## config.mk

```make
export PLATFORM = sky130hd
export DESIGN_NAME = keypad_scan_ctrl
export DESIGN_NICKNAME = d
export VERILOG_FILES = /design/src/rtl/keypad_scan_ctrl.sv
export SDC_FILE = /design/constraint.sdc
export NUM_CORES = 1
export LEC_CHECK = 0
export ABC_AREA = 1
export BUFFER_PORTS_ARGS = -buffer_cell sky130_fd_sc_hd__buf_2
export CAP_MARGIN = 20
export CORE_MARGIN = 8
export CORE_UTILIZATION = 30
export DETAILED_ROUTE_END_ITERATION = 7
export PLACE_DENSITY = 0.52
export REMOVE_ABC_BUFFERS = 1
export SLEW_MARGIN = 15
export SYNTH_ARGS = -nofsm -noshare
export SYNTH_HDL_FRONTEND = slang
export SYNTH_SLANG_ARGS = --single-unit
```

## constraint.sdc

```tcl
create_clock -name clk -period 1.88 [get_ports clk]
set_input_delay 0.188 -clock clk [delete_from_list [all_inputs] [get_ports clk]]
set_output_delay 0.188 -clock clk [all_outputs]
set_load 0.01 [all_outputs]
```

## src/rtl/keypad_scan_ctrl.sv

```systemverilog
// keypad_scan_ctrl
// Scans a 4x4 active-high matrix keypad with a one-hot column drive.
// Rows are synchronized, then a press is debounced, locked to one key, and
// decoded to a hex code. A one-cycle valid strobe and a two-deep digit
// history are presented to the display multiplexer.
module keypad_scan_ctrl #(
  parameter int TICK_DIV       = 1200,
  parameter int DEBOUNCE_TICKS = 20
) (
  input  logic       clk,
  input  logic       nrst,
  input  logic [3:0] row_async,
  output logic [3:0] col,
  output logic [3:0] key_code,
  output logic       key_valid,
  output logic       key_held,
  output logic [3:0] digit_new,
  output logic [3:0] digit_old
);

  localparam int TK_W = $clog2(TICK_DIV);
  localparam int DB_W = $clog2(DEBOUNCE_TICKS + 1);

  localparam logic [TK_W-1:0] TK_LAST = TK_W'(TICK_DIV - 1);
  localparam logic [DB_W-1:0] DB_MAX  = DB_W'(DEBOUNCE_TICKS);
  localparam logic [DB_W-1:0] DB_ONE  = DB_W'(1);
  localparam logic [DB_W-1:0] DB_ZERO = DB_W'(0);

  // Three state bits leave spare encodings; any of them recovers to SCAN.
  localparam logic [2:0] ST_SCAN     = 3'd0;
  localparam logic [2:0] ST_PRESS_DB = 3'd1;
  localparam logic [2:0] ST_HELD     = 3'd2;
  localparam logic [2:0] ST_REL_DB   = 3'd3;

  // Lowest set row wins when several rows are active in one column.
  function automatic logic [1:0] lowest_row(input logic [3:0] rows);
    logic [1:0] idx;
    idx = 2'd0;
    for (int i = 3; i >= 0; i--) begin
      if (rows[i]) begin
        idx = 2'(i);
      end else begin
        idx = idx;
      end
    end
    return idx;
  endfunction

  // Column index to one-hot column drive.
  function automatic logic [3:0] col_onehot(input logic [1:0] idx);
    logic [3:0] oh;
    case (idx)
      2'd0:    oh = 4'b0001;
      2'd1:    oh = 4'b0010;
      2'd2:    oh = 4'b0100;
      2'd3:    oh = 4'b1000;
      default: oh = 4'b0001;
    endcase
    return oh;
  endfunction

  // Keypad legend: {row, col} to hex code.
  function automatic logic [3:0] decode_key(input logic [1:0] row, input logic [1:0] cidx);
    logic [3:0] code;
    case ({row, cidx})
      4'b00_00: code = 4'h1;
      4'b00_01: code = 4'h2;
      4'b00_10: code = 4'h3;
      4'b00_11: code = 4'hA;
      4'b01_00: code = 4'h4;
      4'b01_01: code = 4'h5;
      4'b01_10: code = 4'h6;
      4'b01_11: code = 4'hB;
      4'b10_00: code = 4'h7;
      4'b10_01: code = 4'h8;
      4'b10_10: code = 4'h9;
      4'b10_11: code = 4'hC;
      4'b11_00: code = 4'hE;
      4'b11_01: code = 4'h0;
      4'b11_10: code = 4'hF;
      4'b11_11: code = 4'hD;
      default:  code = 4'h0;
    endcase
    return code;
  endfunction

  logic [3:0]      r_row_meta;
  logic [3:0]      r_row_s;
  logic [TK_W-1:0] r_tick_cnt;
  logic [2:0]      r_state;
  logic [1:0]      r_col_idx;
  logic [3:0]      r_col;
  logic [1:0]      r_lock_row;
  logic [1:0]      r_lock_col;
  logic [DB_W-1:0] r_db_cnt;
  logic [3:0]      r_key_code;
  logic            r_key_valid;
  logic            r_key_held;
  logic [3:0]      r_digit_new;
  logic [3:0]      r_digit_old;

  logic            w_tick;
  logic            w_row_hit;
  logic [1:0]      w_col_idx_inc;
  logic [DB_W-1:0] w_db_inc;
  logic [2:0]      w_state_nxt;
  logic [1:0]      w_col_idx_nxt;
  logic [3:0]      w_col_nxt;
  logic [1:0]      w_lock_row_nxt;
  logic [1:0]      w_lock_col_nxt;
  logic [DB_W-1:0] w_db_cnt_nxt;
  logic            w_accept;
  logic            w_release;
  logic [3:0]      w_code;

  assign w_tick        = (r_tick_cnt == TK_LAST);
  assign w_row_hit     = r_row_s[r_lock_row];
  assign w_col_idx_inc = r_col_idx + 2'd1;
  assign w_db_inc      = r_db_cnt + DB_ONE;
  assign w_code        = decode_key(w_lock_row_nxt, w_lock_col_nxt);

  // Two-flop synchronizer for the asynchronous row inputs.
  always_ff @(posedge clk or negedge nrst) begin
    if (!nrst) begin
      r_row_meta <= 4'b0000;
      r_row_s    <= 4'b0000;
    end else begin
      r_row_meta <= row_async;
      r_row_s    <= r_row_meta;
    end
  end

  // Free-running scan tick divider; also sets the column settle time.
  always_ff @(posedge clk or negedge nrst) begin
    if (!nrst) begin
      r_tick_cnt <= '0;
    end else if (w_tick) begin
      r_tick_cnt <= '0;
    end else begin
      r_tick_cnt <= r_tick_cnt + TK_W'(1);
    end
  end

  // Next-state logic: scan, press debounce, hold and release debounce.
  always_comb begin
    w_state_nxt    = r_state;
    w_col_idx_nxt  = r_col_idx;
    w_col_nxt      = r_col;
    w_lock_row_nxt = r_lock_row;
    w_lock_col_nxt = r_lock_col;
    w_db_cnt_nxt   = r_db_cnt;
    w_accept       = 1'b0;
    w_release      = 1'b0;
    if (r_state > ST_REL_DB) begin
      w_state_nxt   = ST_SCAN;
      w_col_idx_nxt = 2'd0;
      w_col_nxt     = 4'b0001;
      w_db_cnt_nxt  = DB_ZERO;
    end else if (w_tick) begin
      case (r_state)
        ST_SCAN: begin
          if (r_row_s != 4'b0000) begin
            w_lock_row_nxt = lowest_row(r_row_s);
            w_lock_col_nxt = r_col_idx;
            w_db_cnt_nxt   = DB_ONE;
            if (DB_ONE == DB_MAX) begin
              w_accept    = 1'b1;
              w_state_nxt = ST_HELD;
            end else begin
              w_state_nxt = ST_PRESS_DB;
            end
          end else begin
            w_col_idx_nxt = w_col_idx_inc;
            w_col_nxt     = col_onehot(w_col_idx_inc);
          end
        end
        ST_PRESS_DB: begin
          if (w_row_hit) begin
            w_db_cnt_nxt = w_db_inc;
            if (w_db_inc == DB_MAX) begin
              w_accept    = 1'b1;
              w_state_nxt = ST_HELD;
            end else begin
              w_state_nxt = ST_PRESS_DB;
            end
          end else begin
            w_col_idx_nxt = w_col_idx_inc;
            w_col_nxt     = col_onehot(w_col_idx_inc);
            w_state_nxt   = ST_SCAN;
          end
        end
        ST_HELD: begin
          if (!w_row_hit) begin
            w_db_cnt_nxt = DB_ONE;
            if (DB_ONE == DB_MAX) begin
              w_release     = 1'b1;
              w_col_idx_nxt = w_col_idx_inc;
              w_col_nxt     = col_onehot(w_col_idx_inc);
              w_state_nxt   = ST_SCAN;
            end else begin
              w_state_nxt = ST_REL_DB;
            end
          end else begin
            w_state_nxt = ST_HELD;
          end
        end
        ST_REL_DB: begin
          if (!w_row_hit) begin
            w_db_cnt_nxt = w_db_inc;
            if (w_db_inc == DB_MAX) begin
              w_release     = 1'b1;
              w_col_idx_nxt = w_col_idx_inc;
              w_col_nxt     = col_onehot(w_col_idx_inc);
              w_state_nxt   = ST_SCAN;
            end else begin
              w_state_nxt = ST_REL_DB;
            end
          end else begin
            // Release bounce: back to holding, no new strobe.
            w_state_nxt = ST_HELD;
          end
        end
        default: begin
          w_state_nxt   = ST_SCAN;
          w_col_idx_nxt = 2'd0;
          w_col_nxt     = 4'b0001;
          w_db_cnt_nxt  = DB_ZERO;
        end
      endcase
    end else begin
      w_state_nxt = r_state;
    end
  end

  // Scan state, column drive, lock fields and debounce count.
  always_ff @(posedge clk or negedge nrst) begin
    if (!nrst) begin
      r_state    <= ST_SCAN;
      r_col_idx  <= 2'd0;
      r_col      <= 4'b0001;
      r_lock_row <= 2'd0;
      r_lock_col <= 2'd0;
      r_db_cnt   <= DB_ZERO;
    end else begin
      r_state    <= w_state_nxt;
      r_col_idx  <= w_col_idx_nxt;
      r_col      <= w_col_nxt;
      r_lock_row <= w_lock_row_nxt;
      r_lock_col <= w_lock_col_nxt;
      r_db_cnt   <= w_db_cnt_nxt;
    end
  end

  // Key outputs: strobe, held flag and digit history update on acceptance.
  always_ff @(posedge clk or negedge nrst) begin
    if (!nrst) begin
      r_key_code  <= 4'h0;
      r_key_valid <= 1'b0;
      r_key_held  <= 1'b0;
      r_digit_new <= 4'h0;
      r_digit_old <= 4'h0;
    end else begin
      r_key_valid <= w_accept;
      if (w_accept) begin
        r_key_code  <= w_code;
        r_key_held  <= 1'b1;
        r_digit_new <= w_code;
        r_digit_old <= r_digit_new;
      end else if (w_release) begin
        r_key_held  <= 1'b0;
      end else begin
        r_key_held  <= r_key_held;
      end
    end
  end

  assign col       = r_col;
  assign key_code  = r_key_code;
  assign key_valid = r_key_valid;
  assign key_held  = r_key_held;
  assign digit_new = r_digit_new;
  assign digit_old = r_digit_old;

endmodule

```

==> out/metrics.csv <==
stage;metric;value;unit
outcome;status;finished with violations;
outcome;violations;setup timing;
floorplanning;initial_core_util;30.9;%
global_route;antenna_found_initial;0;
global_route;grt_max_degree;27;
critical_path;cp.required;2.06;ns
critical_path;cp-startpoint;r_tick_cnt[9];
cells_and_area;drive_above_1_share;30.5;%
global_route;grt.total_usage;9.47;%
critical_path;crit_type;reg -> reg;
detailed_routing;vias;1854;
clock_network;path_clk_slew;0.08;ns
critical_path;reg2reg_to;digit_new[3];
clock_network;clk_latency;0.30;ns
sta;period_minus_slack;1.88;ns
detailed_routing;drt_first_iter_violations;97;
sta;fin_crit_sh;100;%
critical_path;reg2reg_depth;15;
yosys;synthMuxAreaShare;0.421;%
sta;setup_viol;2;
floorplanning;coreArea;0.00769;mm^2
detailed_routing;drt_pass1_iterations;4;
detailed_routing;drc;0;
yosys;yosys.area_share.adder;5.26;%
yosys;yosys.area_share.simple;29.0;%
job;maxCapViolCount;0;
critical_path;cp_data_arrival_time;2.06;ns
yosys;netlist_instances;275;
yosys;synth_area_per_cell;8.64;um^2
sta;fmax;531;MHz
floorplanning;die_w;105;um
sta;slew_viol_final;0;
yosys;synth_edf_count;0;
cells_and_area;antenna_cells;0;
sta;fin_skew;0.00795;ns
critical_path;setup.worst_path.end_class;flip-flop;
sta;finalWorstSetupSlack;-0.00249;ns
cells_and_area;final-instance-count-excl-fill;430;
sta;tightest_slew;0.488;ns
clock_network;cts_root_buf;clkbuf_8;
clock_network;htree_levels;2;
critical_path;rrSetupSlack;-0.002;ns
detailed_routing;antenna_left;0;
clock_network;numCtsBuffers;5;
pwr;leakage;1.55;nW
detailed_routing;wl;4870;um
yosys;synth.cell_area;0.00238;mm^2
clock_network;cts_tree;yes;
yosys;synth_top_family_by_area;simple AND/OR/NAND/NOR gates;
yosys;async_flop_share;100;%
pwr;power_density;552;mW/mm^2
floorplanning;dieArea;0.0110;mm^2
floorplanning;ios;24;
cells_and_area;synthToLayoutAreaGrowth;27.6;%
sta;rsz0062_at_grt;yes;
floorplanning;die_h;105;um
yosys;synth-xor-area-share;2.58;%
critical_path;critical_path.endpoint;digit_new[3];
global_route;grt_first_pass_wirelength;8690;um
sta;hold_viol;0;
floorplanning;rows;32;
yosys;ys_seq_area_share;48.5;%
detailed_routing;wl_per_cell;11.3;um
clock_network;cts.sinks;46;
yosys;ys_types;34;
cells_and_area;finalCoreUtilization;39.5;%
global_route;grt_pass1_vias;1902;
yosys;ys.warnings.count;0;
critical_path;startpoint_type;flip-flop;
sta;whs;0.350;ns
place;dp_hpwl;3580;um
yosys;ys_ff_latch;46;
critical_path;r2r_start;r_tick_cnt[9];
cells_and_area;fin_nets;343;
critical_path;cp_max_fo;4;
yosys;synth_compound_area_share;6.68;%
place;port_buffers;23;
sta;relSlewSlack;67.5;%
place;gp_congestion;0.794;
cells_and_area;fill_cells;800;
yosys;synth_top_flop_cell;dfrtp_1;
global_route;overflow;0;
pwr;p_total;0.00167;W
pwr;ir_drop;352;uV
hold_path;hp-class;reg -> reg;
place;placed_cells;412;
clock_network;clockBufferDepth;2;
detailed_routing;viasPerCell;4.31;
## where the power goes
| group | leakage, nW | switching (W) | internal (W) |
|---|---|---|---|
| Clock | 0.0482 | 0.000326 | 0.000297 |
| Combinational | 0.893 | 0.0000303 | 0.0000191 |
| Sequential | 0.606 | 0.00000375 | 0.000997 |
## repair_timing
item,in CTS,in global routing
hold buffers,5,0
setup endpoints to repair,4,11
resized for setup,2,34
setup buffers,1,5
endpoints found under the hold margin,23,0
pin swaps,0,23
## worst max-delay path: stages, from the launching register on
cell     delay [ns]
dfrtp_1        0.41
inv_2          0.09
nand2_2        0.06
nor2_4         0.21
nand2_4        0.09
nor2_8         0.13
nand2_4        0.08
nand2_4        0.08
nand2_4        0.07
inv_4          0.09
ha_4           0.14
inv_2          0.03
nand2_2        0.06
nand3_1        0.08
nand2_1        0.07
o21ai_0        0.08
## sequential cells by signal (all words and copies together), names as in the netlist
| signal | flops |
|---|---|
| digit_new | 4 |
| key_valid | 1 |
| col | 4 |
| r_lock_row | 2 |
| key_held | 1 |
| r_lock_col | 2 |
| r_row_meta | 4 |
| r_row_s | 4 |
| r_state | 2 |
| digit_old | 4 |
| r_db_cnt | 5 |
| r_col_idx | 2 |
| r_tick_cnt | 11 |
## synth_stat cells, types with 3 or more instances
master / count / area (um^2)
nand2_2: 5 / 31.3
xor2_1: 5 / 43.8
nand3_1: 18 / 90.1
buf_4: 4 / 30.0
ha_1: 10 / 125
nand2_1: 70 / 263
dfrtp_1: 45 / 1130
inv_2: 3 / 11.3
nor2_4: 3 / 33.8
o21ai_0: 14 / 70.1
inv_1: 33 / 124
nor3_1: 4 / 20.0
a21oi_1: 8 / 40.0
nor2_1: 26 / 97.6
## cell type report
type	instances	area (um^2)	area share [%]
clock inverter	1	5.00	0.165
clock buffer	7	86.3	2.85
tap	102	128	4.21
timing repair buffer	51	362	11.9
inverter	37	145	4.79
sequential	46	1150	38.0
multi-input combinational	186	1150	38.1
## metrics by stage
stage               TNS [ns]  area (um^2)  setup slack, ns
floorplan                  0         2340          0.00241
global placement           0         2730           0.0462
detailed placement  -0.00494         2730         -0.00494
CTS                        0         2880          0.00573
global route          -0.454         3030           -0.117
finish              -0.00461         3030         -0.00249
## cells in the final DEF, fill, tap and decap left out, drive strengths merged
cell	n
mux2i	1
clkinv	2
o21ai	17
a21oi	9
o211ai	1
ha	10
clkbuf	7
nand3b	1
xnor2	2
buf	46
and3	1
o22ai	1
inv	36
nand4	3
nor3	4
nand2	76
dfrtp	45
dlygate4sd3	5
xor2	5
dfstp	1
or2	1
nor2	33
nand3	21
## cell families after synthesis
family / count (synthesis)
DFF: 46
xor gates and xnor gates: 7
buffers and inverters: 43
muxes: 1
and+or+nand+nor: 140
AOI/OAI and AO/OA: 28
adders and majority gates: 10
## per-layer routing
metal	GRT usage [%]	vias to the layer above	share of wire (%)
li1	-	972	-
met3	2.40	5	2.4
met5	0	-	0
met2	15.9	15	49
met4	3.77	0	1.5
met1	11.3	862	47
## worst min-delay path by stage
stage	slack, ns	cells after the start	startpoint	end
2_1_floorplan	-0.11	0	nrst	col[1]
3_3_place_gp	0.18	1	nrst	r_db_cnt[1]
3_5_place_dp	0.18	1	nrst	r_db_cnt[1]
4_1_cts	0.35	0	r_row_meta[2]	r_row_s[2]
5_1_grt	0.36	0	r_row_meta[1]	r_row_s[1]
6_report	0.35	0	r_row_meta[2]	r_row_s[2]
(Power assumes the default switching activity.)
